==> src/rtl/branch_ctrl_if.sv <==
// Groups the PC-sequencing handshake between the PC block, decode/EX and branch_ctrl.
// Latency: none; this is only wiring.
// Backpressure: stall_req (replay) and mispredict (flush) are the only throttles carried here.
interface branch_ctrl_if #(
    parameter int Psize = 5
);
    // Fetch side: current PC and the hazard replay request from decode
    logic [Psize-1:0] fetch_pc;
    logic             stall_req;

    // Resolution side: outcome of the instruction sitting in EX
    logic             ex_is_branch;
    logic             ex_taken;
    logic [Psize-1:0] ex_target;

    // PC control outputs
    logic             take_branch;
    logic [Psize-1:0] predicted_target;
    logic             mispredict;
    logic [Psize-1:0] reg_pc_plus;
    logic             show;
    logic             flush;

    // Statistics
    logic [7:0]       br_count;
    logic [7:0]       mp_count;

    // The pipeline/testbench side drives PC and EX information and observes the controls
    modport master (
        output fetch_pc, stall_req, ex_is_branch, ex_taken, ex_target,
        input  take_branch, predicted_target, mispredict, reg_pc_plus, show, flush,
               br_count, mp_count
    );

    // The branch controller consumes PC and EX information and drives the controls
    modport slave (
        input  fetch_pc, stall_req, ex_is_branch, ex_taken, ex_target,
        output take_branch, predicted_target, mispredict, reg_pc_plus, show, flush,
               br_count, mp_count
    );
endinterface

==> src/rtl/branch_ctrl.sv <==
// Branch predictor and PC sequencer: direct-mapped BTB with 2-bit counters, ID/EX tracking, recovery.
// Latency: prediction is combinational on fetch_pc; resolution is combinational in EX, 2 cycles after fetch.
// Backpressure: mispredict squashes ID/EX; stall_req holds ID and bubbles EX; mispredict wins over stall.
module branch_ctrl #(
    parameter int Psize = 5,
    parameter int Bsize = 2
) (
    input  logic         clk,
    input  logic         nreset,
    branch_ctrl_if.slave bus
);

    localparam int NENT = 1 << Bsize;
    localparam int TW   = Psize - Bsize;

    // One BTB line: the tag is the PC bits above the index
    typedef struct packed {
        logic             valid;
        logic [TW-1:0]    tag;
        logic [Psize-1:0] target;
        logic [1:0]       ctr;
    } btb_entry_t;

    // Prediction record that travels alongside an instruction through ID and EX
    typedef struct packed {
        logic             v;
        logic [Psize-1:0] pc;
        logic             pred_taken;
        logic [Psize-1:0] pred_target;
    } meta_t;

    btb_entry_t btb_q [NENT];
    btb_entry_t btb_d [NENT];

    meta_t if_meta;
    meta_t id_q, id_d;
    meta_t ex_q, ex_d;

    logic [7:0] br_count_q, br_count_d;
    logic [7:0] mp_count_q, mp_count_d;

    // Fetch-side lookup signals
    logic [Bsize-1:0] f_idx;
    logic [TW-1:0]    f_tag;
    logic             f_hit;
    logic             f_pred_taken;
    logic [Psize-1:0] f_pred_target;

    // EX-side resolution signals
    logic [Bsize-1:0] e_idx;
    logic [TW-1:0]    e_tag;
    logic             e_hit;
    logic [1:0]       e_ctr;
    logic             ex_mp;
    logic             ex_resolved_br;
    logic [Psize-1:0] ex_pc_inc;
    logic [Psize-1:0] ex_recover_pc;

    // Look up the current fetch PC; a miss predicts not-taken with a zero target
    always_comb begin
        f_idx         = bus.fetch_pc[Bsize-1:0];
        f_tag         = bus.fetch_pc[Psize-1:Bsize];
        f_hit         = btb_q[f_idx].valid && (btb_q[f_idx].tag == f_tag);
        f_pred_taken  = f_hit && btb_q[f_idx].ctr[1];
        f_pred_target = f_hit ? btb_q[f_idx].target : '0;

        if_meta.v           = 1'b1;
        if_meta.pc          = bus.fetch_pc;
        if_meta.pred_taken  = f_pred_taken;
        if_meta.pred_target = f_pred_target;
    end

    // Resolve the EX instruction against its prediction and pick the recovery address
    always_comb begin
        e_idx = ex_q.pc[Bsize-1:0];
        e_tag = ex_q.pc[Psize-1:Bsize];
        e_hit = btb_q[e_idx].valid && (btb_q[e_idx].tag == e_tag);
        e_ctr = btb_q[e_idx].ctr;

        ex_mp = 1'b0;
        if (ex_q.v) begin
            if (bus.ex_is_branch) begin
                // Wrong direction, or right direction but stale target
                ex_mp = (bus.ex_taken != ex_q.pred_taken) ||
                        (bus.ex_taken && ex_q.pred_taken && (bus.ex_target != ex_q.pred_target));
            end else begin
                // A non-branch that redirected fetch must be undone
                ex_mp = ex_q.pred_taken;
            end
        end

        ex_resolved_br = ex_q.v && bus.ex_is_branch;

        // PC arithmetic wraps naturally at Psize bits
        ex_pc_inc = ex_q.pc + {{(Psize-1){1'b0}}, 1'b1};

        ex_recover_pc = '0;
        if (ex_q.v) begin
            if (bus.ex_is_branch && bus.ex_taken) begin
                ex_recover_pc = bus.ex_target;
            end else begin
                ex_recover_pc = ex_pc_inc;
            end
        end
    end

    // BTB training from the EX outcome; writes land at the edge so same-cycle reads see old data
    always_comb begin
        btb_d = btb_q;
        if (ex_q.v) begin
            if (bus.ex_is_branch) begin
                if (e_hit) begin
                    if (bus.ex_taken) begin
                        if (e_ctr != 2'b11) begin
                            btb_d[e_idx].ctr = e_ctr + 2'd1;
                        end
                        btb_d[e_idx].target = bus.ex_target;
                    end else if (e_ctr != 2'b00) begin
                        btb_d[e_idx].ctr = e_ctr - 2'd1;
                    end
                end else if (bus.ex_taken) begin
                    // Cold taken branch: allocate weakly-taken
                    btb_d[e_idx].valid  = 1'b1;
                    btb_d[e_idx].tag    = e_tag;
                    btb_d[e_idx].target = bus.ex_target;
                    btb_d[e_idx].ctr    = 2'b10;
                end
            end else if (ex_q.pred_taken) begin
                // Entry aliased onto a non-branch: drop it
                btb_d[e_idx].valid = 1'b0;
            end
        end
    end

    // BTB storage; reset leaves every line invalid and weakly not-taken
    always_ff @(posedge clk or negedge nreset) begin
        if (!nreset) begin
            for (int i = 0; i < NENT; i++) begin
                btb_q[i].valid  <= 1'b0;
                btb_q[i].tag    <= '0;
                btb_q[i].target <= '0;
                btb_q[i].ctr    <= 2'b01;
            end
        end else begin
            btb_q <= btb_d;
        end
    end

    // Metadata advance: mispredict squashes both stages, stall holds ID and bubbles EX
    always_comb begin
        id_d = id_q;
        ex_d = ex_q;
        if (ex_mp) begin
            id_d = '0;
            ex_d = '0;
        end else if (bus.stall_req) begin
            ex_d = '0;
        end else begin
            id_d = if_meta;
            ex_d = id_q;
        end
    end

    // Metadata stage registers
    always_ff @(posedge clk or negedge nreset) begin
        if (!nreset) begin
            id_q <= '0;
            ex_q <= '0;
        end else begin
            id_q <= id_d;
            ex_q <= ex_d;
        end
    end

    // Saturating statistics counters
    always_comb begin
        br_count_d = br_count_q;
        mp_count_d = mp_count_q;
        if (ex_resolved_br && (br_count_q != 8'hFF)) begin
            br_count_d = br_count_q + 8'd1;
        end
        if (ex_mp && (mp_count_q != 8'hFF)) begin
            mp_count_d = mp_count_q + 8'd1;
        end
    end

    // Counter registers
    always_ff @(posedge clk or negedge nreset) begin
        if (!nreset) begin
            br_count_q <= '0;
            mp_count_q <= '0;
        end else begin
            br_count_q <= br_count_d;
            mp_count_q <= mp_count_d;
        end
    end

    // Priority: mispredict over stall over prediction
    assign bus.take_branch      = f_pred_taken && !bus.stall_req && !ex_mp;
    assign bus.predicted_target = f_pred_target;
    assign bus.mispredict       = ex_mp;
    assign bus.reg_pc_plus      = ex_recover_pc;
    assign bus.show             = bus.stall_req && !ex_mp;
    assign bus.flush            = ex_mp;
    assign bus.br_count         = br_count_q;
    assign bus.mp_count         = mp_count_q;

endmodule
==> src/flat_wrapper.sv <==
// flat-port wrapper written by rule: the top's interface ports become plain ports
module branch_ctrl_flat 
#(
    parameter int Psize = 5,
    parameter int Bsize = 2
)
  (clk, nreset, bus_fetch_pc, bus_stall_req, bus_ex_is_branch, bus_ex_taken, bus_ex_target, bus_take_branch, bus_predicted_target, bus_mispredict, bus_reg_pc_plus, bus_show, bus_flush, bus_br_count, bus_mp_count);
  branch_ctrl_if #(.Psize(Psize)) bus_i ();
  input  logic clk;
  input  logic nreset;
  input wire logic [$bits(bus_i.fetch_pc)-1:0] bus_fetch_pc;
  input wire logic [$bits(bus_i.stall_req)-1:0] bus_stall_req;
  input wire logic [$bits(bus_i.ex_is_branch)-1:0] bus_ex_is_branch;
  input wire logic [$bits(bus_i.ex_taken)-1:0] bus_ex_taken;
  input wire logic [$bits(bus_i.ex_target)-1:0] bus_ex_target;
  output wire logic [$bits(bus_i.take_branch)-1:0] bus_take_branch;
  output wire logic [$bits(bus_i.predicted_target)-1:0] bus_predicted_target;
  output wire logic [$bits(bus_i.mispredict)-1:0] bus_mispredict;
  output wire logic [$bits(bus_i.reg_pc_plus)-1:0] bus_reg_pc_plus;
  output wire logic [$bits(bus_i.show)-1:0] bus_show;
  output wire logic [$bits(bus_i.flush)-1:0] bus_flush;
  output wire logic [$bits(bus_i.br_count)-1:0] bus_br_count;
  output wire logic [$bits(bus_i.mp_count)-1:0] bus_mp_count;
  assign bus_i.fetch_pc = bus_fetch_pc;
  assign bus_i.stall_req = bus_stall_req;
  assign bus_i.ex_is_branch = bus_ex_is_branch;
  assign bus_i.ex_taken = bus_ex_taken;
  assign bus_i.ex_target = bus_ex_target;
  assign bus_take_branch = bus_i.take_branch;
  assign bus_predicted_target = bus_i.predicted_target;
  assign bus_mispredict = bus_i.mispredict;
  assign bus_reg_pc_plus = bus_i.reg_pc_plus;
  assign bus_show = bus_i.show;
  assign bus_flush = bus_i.flush;
  assign bus_br_count = bus_i.br_count;
  assign bus_mp_count = bus_i.mp_count;
  branch_ctrl #(.Psize(Psize), .Bsize(Bsize)) u_core (.clk(clk), .nreset(nreset), .bus(bus_i));
endmodule
==> config.mk <==
export PLATFORM = sky130hd
export DESIGN_NAME = branch_ctrl_flat
export DESIGN_NICKNAME = d
export VERILOG_FILES = /design/src/rtl/branch_ctrl_if.sv /design/src/rtl/branch_ctrl.sv /design/src/flat_wrapper.sv
export SDC_FILE = /design/constraint.sdc
export NUM_CORES = 1
export LEC_CHECK = 0
export CAP_MARGIN = 20
export CELL_PAD_IN_SITES_DETAIL_PLACEMENT = 1
export CELL_PAD_IN_SITES_GLOBAL_PLACEMENT = 1
export CORE_MARGIN = 8
export CORE_UTILIZATION = 50
export DETAILED_ROUTE_END_ITERATION = 8
export PLACE_DENSITY = 0.88
export SLEW_MARGIN = 20
export SYNTH_ARGS = -nofsm -noshare
export SYNTH_HDL_FRONTEND = slang
export SYNTH_SLANG_ARGS = --single-unit
==> constraint.sdc <==
create_clock -name clk -period 3.3 [get_ports clk]
set_input_delay 0.66 -clock clk [delete_from_list [all_inputs] [get_ports clk]]
set_output_delay 0.66 -clock clk [all_outputs]
set_load 0.05 [all_outputs]
==> results by group <==
Status
  – Status: completed

Worst setup path
  – Internal reg-to-reg setup slack: 0.54 ns
  – CP max FO: 4
  – Arrival @ worst endpoint: roughly 2.6 ns
  – Reg2Reg Depth: 6
  – Worst R2R End: u_core.btb_q[30]
  – Worst flop-to-flop path startpoint: u_core.e_idx[0]
  – Worst Setup End Kind: output pin
  – Worst path required time: ~2.6 ns
  – Setup CP Type: input pin to output pin
  – Crit path launch type: input pin

Floorplan
  – Chip Height: 108 µm
  – Die area: roughly 0.012 mm²
  – FP Rows: 33
  – # IOs: between 40 and 50
  – Initial Util: between 50 and 60%
  – Area of the core: 0.00822 mm²
  – Die Wd: 108 µm

Cells and area
  – Nets: between 400 and 500
  – Most common cell after layout, fill and taps aside: dfrtp_1
  – Area Overhead vs Synth: 22.5%
  – Layout cells sized above 1: about 28%
  – Antenna diodes: 0
  – Final instance area: slightly above 0.005 mm²
  – Non-Filler Instances: roughly 510
  – Most frequent cells in the layout: dfrtp_1, mux2_2, clkdlybuf4s50_1

Drt
  – DRC Markers: 0
  – Drt pass-1 iters: 4
  – Via/cell ratio: 6.03
  – Routed len/inst: 23.5 µm
  – Initial drt markers: 133
  – Routed WL: 11900 µm
  – ANT nets after route: 0
  – DR vias: 3068

Yosys
  – #FFs+latches synth: 84
  – Post-Synthesis Cells: 341
  – YS warnings: 0
  – Number of library cell types mapped by synthesis: 47
  – Post-synthesis net count: 366
  – Number of synthesized flops with an enable pin: 0
  – Register area share after synthesis: between 40% and 50%
  – Cell Area, Synth: roughly 0.0042 mm²
  – Post-synth ARST share: 100%
  – Synthesized area per cell: ~12 µm²
  – Ys flop type: dfrtp_1

STA
  – Post-route clock skew: just over 0.006 ns
  – RSZ-0062 raised after global routing: yes
  – Worst-margin pin slew: 0.755 ns
  – Setup_tns: 0 ns
  – Peak Freq: ~0.31 GHz
  – Final setup vio count: 0
  – Max-slew headroom at the worst pin: roughly half
  – Final hold vios: 0
  – Fin crit period: roughly 3.3 ns
  – Setup ws final: 0.0393 ns
  – Max Slew Vio Count: 0
  – Fin crit share: between 90 and 100%

Placed design
  – Dpl cells: approximately 500
  – Pre-CTS setup slack: -0.290 ns
  – Port buffer count: 44
  – Placed Area: between 0.004 and 0.005 mm²
  – Final GP Congestion: ~0.8
  – Post-DP HPWL: 8440 µm

Clock tree
  – Worst skew pair latency: 0.35 ns
  – Clock Path Buffers: 2
  – Clock root cell: clkbuf_8
  – Inserted Clock Buffers: 9
  – CTS tree: done
  – Clk sink count: 84
  – H-tree Lvls: 3
  – Clock transition at the registers of the reported paths: 0.09 ns

Flow run
  – Max-cap violations: 0

GRT
  – Pin count of the biggest net entering global routing: 85
  – Global route total overflow: 0
  – Number of global-route vias before repair: 3452
  – Initial antenna violation count: 0
  – Gr usage total: between 20% and 30%
  – Global-route wire length before repair: 19100 µm

Power
  – PD cells: 607 mW/mm²
  – Peak VDD IR: about 0.00051 V
  – Static Leakage: 0.00233 µW
  – Pwr Total: 3150 µW

Min path
  – Hold WC Path Type: input pin to async pin
==> synth_stat cells (all sizes together), types with 2 or more instances <==
master   number  area, µm²
clkbuf        8       30.0
nand4        11       75.1
nor2         11       41.3
a21oi        11       55.1
and2         15       93.8
xor2         10       87.6
mux4         14        319
nor3          2       10.0
nand2b        3       18.8
dfstp         4        105
ha           10        125
inv          10       37.5
o22ai         2       18.8
a32oi         3       26.3
o2bb2ai       5       43.8
a22o          5       43.8
dfrtp        80       2000
nor2b        10       62.6
nand3        11       55.1
and3          5       31.3
a31oi         3       18.8
buf           7       48.8
o211a         3       30.0
mux2i         6       60.1
or2b          2       15.0
mux2         35        398
nand2        20       75.1
o21ai         4       23.8
o221ai        2       17.5
a21boi        2       15.0
xnor2        19        166
==> critical path, stage by stage <==
cell and delay, ns:
clkdlybuf4s50_1 0.55, mux4_2 0.37, xnor2_2 0.18, nand4_1 0.22, nor2b_1 0.24, and2_1 0.17, buf_4 0.20
==> flip-flops by register name (all words and copies together), names as in the netlist <==
name                 flops
u_core.ex_q              7
u_core.btb_q            44
u_core.e_tag             3
u_core.id_q             12
u_core.bus.br_count      8
u_core.bus.mp_count      8
u_core.e_idx             2
==> stage by stage <==
step | utilization [%] | hold WS [ns]
after floorplan | - | 0.364
after global placement | 60.5 | 0.459
after detailed placement | 60.5 | 0.470
after CTS | 62.8 | 0.479
after global routing | 63.1 | 0.398
final | 63.1 | 0.344
==> worst max path at each step <==
stage	to	cells after the start	from	slack, ns
after floorplan	bus_predicted_target[0]	5	bus_fetch_pc[0]	0.1
after detailed placement	bus_predicted_target[3]	7	bus_fetch_pc[0]	-0.29
final	bus_take_branch	7	bus_fetch_pc[1]	0.04
after global routing	bus_take_branch	7	bus_fetch_pc[1]	-0.03
after CTS	bus_predicted_target[2]	7	bus_fetch_pc[1]	0.003
after global placement	bus_predicted_target[2]	7	bus_fetch_pc[0]	-0.20
==> what timing repair did <==
item | in CTS | in global routing
hold buffers | 0 | 0
pin swaps | 1 | 0
setup endpoints to repair | 6 | 9
gates resized for setup | 6 | 4
setup buffers | 0 | 0
==> cell families (layout without fill, tap and decap cells) <==
family	count (synthesis)	count (layout)	share of synthesized area, %
DFF	84	84	49.8
xor gates and xnor gates	29	29	6.00
buffers and inverters	25	88	2.75
and+or+nand+nor	92	92	11.7
adders and majority gates	10	10	2.96
muxes	55	55	18.4
AOI/OAI and AO/OA	46	46	8.43
==> cell type report <==
type,count,area [µm²]
fill,814,3030
sequential,84,2110
multi-input combinational,232,2040
timing repair buffer,62,692
tap,105,131
clock buffer,10,128
clock inverter,6,47.5
inverter,10,37.5
==> per-layer routing <==
layer,track usage (%),routed length (µm),vias to the layer above,share of wire [%]
li1,-,-,1347,-
met1,24.4,4720,1610,40
met2,36.6,6470,80,54
met3,4.40,429,31,3.6
met4,10.6,328,0,2.7
met5,0,0,-,0
==> power breakdown <==
part / leakage, µW / total, µW / internal [µW] / switching (µW)
logic: 0.00115 / 1040 / 459 / 581
clock network: 0.0000755 / 676 / 279 / 397
registers: 0.00110 / 1430 / 1230 / 200
total: 0.00233 / 3150 / 1970 / 1180
No activity file was read; power rests on OpenSTA's default activity.
